==> src/rtl/tiger_mon_pkg.sv <==
// rtl/tiger_mon_pkg.sv - state encoding and default measurement window for the Tiger perf monitor
package tiger_mon_pkg;

    typedef enum logic [1:0] {
        ST_IDLE = 2'd0,
        ST_RUN  = 2'd1,
        ST_DONE = 2'd2,
        ST_HUNG = 2'd3
    } mon_state_e;

    // Same addresses as the tiger_defines start/finish markers
    localparam logic [31:0] TIGER_START_PC  = 32'h0080_0020;
    localparam logic [31:0] TIGER_FINISH_PC = 32'h0080_0028;

endpackage

==> src/rtl/tiger_mon_stall_wd.sv <==
// rtl/tiger_mon_stall_wd.sv - one stall channel: run-length watchdog plus cumulative stall counter
module tiger_mon_stall_wd #(
    parameter int WD_W        = 10,
    parameter int STALL_LIMIT = 1000,
    parameter int STAT_W      = 32
) (
    input  logic              clk,
    input  logic              reset_n,
    input  logic              clear,
    input  logic              stall,
    input  logic              wd_en,
    input  logic              count_en,
    input  logic              freeze,
    output logic              trip,
    output logic [STAT_W-1:0] total
);

    localparam logic [WD_W-1:0] LIMIT    = WD_W'(STALL_LIMIT);
    localparam logic [WD_W-1:0] LIMIT_M1 = WD_W'(STALL_LIMIT - 1);

    logic [WD_W-1:0] wd;
    logic            active;

    assign active = stall & wd_en;
    // Fires only on the increment that lands on LIMIT; a saturated watchdog stays quiet
    assign trip   = active && !freeze && (wd == LIMIT_M1);

    always_ff @(posedge clk or negedge reset_n) begin
        if (!reset_n) begin
            wd    <= '0;
            total <= '0;
        end else if (clear) begin
            wd    <= '0;
            total <= '0;
        end else begin
            if (!freeze) begin
                if (!active)
                    wd <= '0;
                else if (wd != LIMIT)
                    wd <= wd + 1'b1;
            end
            if (count_en && stall && (total != '1))
                total <= total + 1'b1;
        end
    end

endmodule

==> src/rtl/tiger_perf_monitor.sv <==
// rtl/tiger_perf_monitor.sv - Tiger cycle/instruction/stall monitor; TIGER_MON_SIM_CHECKS_EN adds sim-only checks
module tiger_perf_monitor
    import tiger_mon_pkg::*;
#(
    parameter int              PC_W         = 32,
    parameter logic [PC_W-1:0] START_PC     = PC_W'(TIGER_START_PC),
    parameter logic [PC_W-1:0] FINISH_PC    = PC_W'(TIGER_FINISH_PC),
    parameter int              NUM_STALL_CH = 2,
    parameter int              WD_W         = 10,
    parameter int              STALL_LIMIT  = 1000,
    parameter int              CYC_W        = 64,
    parameter int              STAT_W       = 32
) (
    input  logic                           clk,
    input  logic                           reset_n,
    input  logic                           clear,
    input  logic [PC_W-1:0]                pc,
    input  logic                           ins_valid,
    input  logic [NUM_STALL_CH-1:0]        stall,
    input  logic [NUM_STALL_CH-1:0]        wd_en,
    output logic                           running,
    output logic                           done,
    output logic                           hung,
    output logic [NUM_STALL_CH-1:0]        hung_ch,
    output logic [CYC_W-1:0]               cycle_count,
    output logic [CYC_W-1:0]               instr_count,
    output logic [NUM_STALL_CH*STAT_W-1:0] stall_total
);

    mon_state_e              state, state_next;
    logic [NUM_STALL_CH-1:0] trip;
    logic                    in_run;
    logic                    frozen;

    assign in_run  = (state == ST_RUN);
    assign frozen  = (state == ST_HUNG);
    assign running = in_run;
    assign done    = (state == ST_DONE);
    assign hung    = frozen;

    for (genvar gi = 0; gi < NUM_STALL_CH; gi++) begin : g_ch
        tiger_mon_stall_wd #(
            .WD_W        (WD_W),
            .STALL_LIMIT (STALL_LIMIT),
            .STAT_W      (STAT_W)
        ) u_wd (
            .clk      (clk),
            .reset_n  (reset_n),
            .clear    (clear),
            .stall    (stall[gi]),
            .wd_en    (wd_en[gi]),
            .count_en (in_run),
            .freeze   (frozen),
            .trip     (trip[gi]),
            .total    (stall_total[gi*STAT_W +: STAT_W])
        );
    end

    always_comb begin
        state_next = state;
        case (state)
            ST_IDLE: begin
                if (|trip)
                    state_next = ST_HUNG;
                else if (pc == START_PC)
                    state_next = ST_RUN;
            end
            ST_RUN: begin
                if (|trip)
                    state_next = ST_HUNG;
                else if (pc == FINISH_PC)
                    state_next = ST_DONE;
            end
            default: state_next = state;
        endcase
    end

    always_ff @(posedge clk or negedge reset_n) begin
        if (!reset_n) begin
            state       <= ST_IDLE;
            hung_ch     <= '0;
            cycle_count <= '0;
            instr_count <= '0;
        end else if (clear) begin
            state       <= ST_IDLE;
            hung_ch     <= '0;
            cycle_count <= '0;
            instr_count <= '0;
        end else begin
            state   <= state_next;
            hung_ch <= hung_ch | trip;
            // Counting keys off the current state, so the RUN->DONE/HUNG edge still counts
            if (in_run) begin
                if (cycle_count != '1)
                    cycle_count <= cycle_count + 1'b1;
                if (ins_valid && (stall == '0) && (instr_count != '1))
                    instr_count <= instr_count + 1'b1;
            end
        end
    end

`ifdef TIGER_MON_SIM_CHECKS_EN
    mon_state_e state_q;

    always @(posedge clk) begin
        state_q <= state;
        if (^pc === 1'bx) begin
            $display("PC is going undefined!");
            $finish;
        end
        if (state == ST_DONE && state_q != ST_DONE) begin
            $display("tiger_perf_monitor: cycles=%0d instrs=%0d", cycle_count, instr_count);
`ifndef PROFILER_ON
            $finish;
`endif
        end
        if (state == ST_HUNG && state_q != ST_HUNG) begin
            $display("tiger_perf_monitor: hung channels=%b", hung_ch);
            $finish;
        end
    end
`endif

endmodule

==> config.mk <==
export PLATFORM = sky130hd
export DESIGN_NAME = tiger_perf_monitor
export DESIGN_NICKNAME = d
export VERILOG_FILES = /design/src/rtl/tiger_mon_pkg.sv /design/src/rtl/tiger_mon_stall_wd.sv /design/src/rtl/tiger_perf_monitor.sv
export SDC_FILE = /design/constraint.sdc
export NUM_CORES = 1
export LEC_CHECK = 0
export ABC_AREA = 1
export CORE_UTILIZATION = 60
export DETAILED_ROUTE_END_ITERATION = 10
export PLACE_DENSITY = 0.95
export SYNTH_ARGS = -nofsm -noshare
export SYNTH_HDL_FRONTEND = slang
export SYNTH_HIERARCHICAL = 1
export SYNTH_SLANG_ARGS = --single-unit
export TNS_END_PERCENT = 1
==> constraint.sdc <==
create_clock -name clk -period 3.96 [get_ports clk]
set_input_delay 0.792 -clock clk [delete_from_list [all_inputs] [get_ports clk]]
set_output_delay 0.792 -clock clk [all_outputs]
set_load 0.01 [all_outputs]
==> summary.txt <==
Logic synthesis
  • YS warnings: 6
  • Largest cells by area after synthesis: dfrtp_1 (35%), nand2_1 (23%), nor2_1 (11%)
  • Post-Syn Area per Cell: between 6 and 7 um2
  • Yosys top cell area share: between 30% and 40%
  • Post-Synthesis Cells: 2393
  • Synth cell types: 41
  • Cell taking the most area after synthesis: dfrtp_1
  • Post-synth EDFFs: 0
  • Seq/Total Area, Yosys: 35.3%
  • FFs w/ async S/R, synth: between 90% and 100%
  • Syn_nets: ~2400
  • Post-synth top flop: dfrtp_1
  • Post-Syn Area: around 15000 um2
  • Synth Register Bits: between 200 and 250

Floorplanning
  • Top-Level Pins: roughly 240
  • Rows: between 50 and 60
  • Die area: between 20000 and 30000 um2
  • Die W: 162 um
  • Core ar.: 25100 um2
  • Die height: roughly 160 um
  • Initial Utilization: between 60 and 70%

Worst setup path
  • Req. time, crit path: around 3.2 ns
  • Max FO, Critical Path: 7
  • Setup slack, reg-to-reg: around 1.2 ns
  • Setup crit end kind: output pin
  • Reg-to-reg endpoint: instr_count[38]$_DFFE_PN0P_
  • Worst R2R Path Depth: 13
  • Worst Setup Start Kind: flop
  • Critical path type: flop to output pin
  • Reg-to-Reg Start: instr_count[0]$_DFFE_PN0P_
  • Worst Setup SP: state[1]$_DFFE_PN0P_
  • Worst EP arrival: 2.04 ns

STA
  • Final worst path period share: 71.5%
  • Actual slew at the worst max-slew pin: about 1.2 ns
  • Setup-failing EPs final: 0
  • Final Hold Slack: roughly 0.32 ns
  • Fin. Hold Viols: 0
  • Setup tns final: 0 ns
  • Final slew viol count: 0
  • Fmax: ~0.35 GHz
  • Relative slew slack: a little over a fifth
  • Post-layout minimum cycle time: between 2 and 3 ns
  • Unrepaired setup endpoints after global routing: no
  • Final Skew: slightly above 0.02 ns

Global routing
  • Total gr overflow: 0
  • Largest net degree at the start of global routing: 105
  • Gr usage total: a little under two fifths
  • First-pass GRT wire length: 79200 um
  • Initial antenna violation count: 0
  • Number of global-route vias before repair: between 15000 and 20000

Clocking
  • H-tree depth: 1
  • CTS Sinks: between 200 and 250
  • CTS tree: done
  • Worst skew pair latency: 0.54 ns
  • Setup Fix Bufs, Post-CTS: 0
  • Worst-path clk slew: 0.06 ns
  • Clock tree buffer depth: 3
  • Clk root buf: clkbuf_16
  • Post-cts sizing count: 0
  • CTS Hold Bufs: 0
  • TritonCTS buffer count: 26

Final layout
  • Ant diodes: 0
  • Area Growth Syn to Fin: 21.9%
  • Layout cells sized above 1: approximately 5.4%
  • Final Net Count: 2665

Routing
  • Via/cell ratio: about 5.7
  • DR DRC count: 0
  • Drt wl/cell: ~16 um
  • First-pass iteration count of the detailed router: 8
  • Met3 wire len: ~4400 um
  • WL final: 48300 um
  • Wire length on met2: between 20000 and 25000 um
  • Met1 wire length: 19700 um
  • Initial DRC count: between 1500 and 2000
  • DRT antenna net count: 0
  • Vias: around 17000
  • Max layer used: met4

Status
  • Status: completed

Placed design
  • Gpl congestion: 0.980
  • PortBufs: around 240
  • DPL Wire Length: between 30000 and 40000 um

Pwr
  • Power density over the cells: between 200 and 300 nW/um2
  • Reg power frac: 43.2%
  • Internal power: between 3 and 4 mW
  • Static Leak: 7.84 nW
  • Clk pwr share: a little over two fifths
  • Sw Ratio: 30.0%
  • Sw power: ~1.6 mW
  • Maximum vdd drop: between 0.2 and 0.3 mV
  • Combinational share of power: 12.8%

Run
  • Max_cap viols: 0

Hold path
  • Tightest Hold Check Type: input port to async pin
## cells in the mapped netlist, types with 2 or more instances
library cell and count:
a21o_1 2, nand2_2 11, dfrtp_1 216, clkbuf_1 8, nor3b_1 4, nand4_1 89, inv_1 180, and2_1 3
nand3b_1 6, xor2_1 64, nand2_1 953, or2_2 3, nor2_4 12, nor2_8 4, inv_2 9, o21ai_0 62
clkinv_4 2, nor3_1 8, buf_2 16, a22oi_1 2, buf_1 10, buf_6 14, a21oi_1 14, xnor2_1 20
nand2_4 11, o21ai_1 31, ha_1 8, nor2_2 23, nand3_1 138, nor2_1 431, o21ai_2 6, o21bai_1 24
## state kept, by name (all words and copies together) (netlist names)
register and flops:
cycle_count 64, instr_count 64, hung_ch 2, state 2
g_ch.u_wd/wd 20, g_ch.u_wd/total 64
## cell families after synthesis
kind of cell	count (synthesis)	share of synthesized area, %
AO/OA/AOI/OAI	142	5.26
buffers and inverters	244	7.11
AND/OR/NAND/NOR	1699	46.9
flip-flops	216	35.3
adder cells (fa/ha/maj)	8	0.654
XOR/XNOR	84	4.81
## area by class of cell
type	count	area, um2
inverter	193	741
sequential	216	5410
clock inverter	15	139
fill	2079	6440
tap	330	413
clock buffer	30	696
multi-input combinational	1933	8820
timing repair buffer	247	2460
## routing by layer
layer / vias to the layer above / global-route usage [%]
li1: 7995 / -
met1: 7887 / 49.5
met2: 870 / 61.0
met3: 165 / 6.00
met4: 0 / 14.2
met5: - / 0
## layout by cell type, fill, tap and decap left out, types with 9 or more instances in the layout
cell type / synthesis / layout
a21oi_1: 14 / 14
buf_4: 1 / 10
clkbuf_16: 0 / 26
clkdlybuf4s50_1: 0 / 234
dfrtp_1: 216 / 216
inv_1: 180 / 180
inv_2: 9 / 9
nand2_1: 953 / 953
nand2_2: 11 / 11
nand2_4: 11 / 11
nand3_1: 138 / 138
nand4_1: 89 / 89
nor2_1: 431 / 430
nor2_2: 23 / 24
nor2_4: 12 / 12
o21ai_0: 62 / 62
o21ai_1: 31 / 31
o21bai_1: 24 / 24
xnor2_1: 20 / 20
xor2_1: 64 / 64
## worst max path at each step
stage | to | slack [ns]
3_3_place_gp | instr_count[59]$_DFFE_PN0P_ | 1.20
2_1_floorplan | state[0]$_DFFE_PN0P_ | 1.99
5_1_grt | instr_count[6]$_DFFE_PN0P_ | 1.04
4_1_cts | running | 1.12
6_report | running | 1.13
3_5_place_dp | cycle_count[27]$_DFFE_PN0P_ | 1.01
## power groups by stage
stage          clock, mW  sequential (mW)  combinational [mW]
3_5_place_dp           0             2.34               0.670
6_report            2.35             2.30               0.683
4_1_cts             2.37             2.30               0.676
2_1_floorplan          0             2.34               0.442
3_3_place_gp           0             2.34               0.648
5_1_grt             2.45             2.30               0.743
## per-stage QoR
stage,instance area (um2),instances,util (%),worst slack [ns],power (mW)
2_1_floorplan,15300,2393,-,1.99,2.78
3_3_place_gp,17800,2919,71.0,1.20,2.98
3_5_place_dp,17800,2919,71.0,1.01,3.01
4_1_cts,18700,2964,74.3,1.12,5.34
5_1_grt,18700,2964,74.3,1.04,5.49
6_report,18700,2964,74.3,1.13,5.33
## worst max-delay path, stage by stage (launching register included)
cell	delay (ns)
dfrtp_1	0.41
inv_1	0.08
nand2_1	0.12
inv_1	0.28
clkdlybuf4s50_1	0.60
Power figures use the tool's default switching activity.
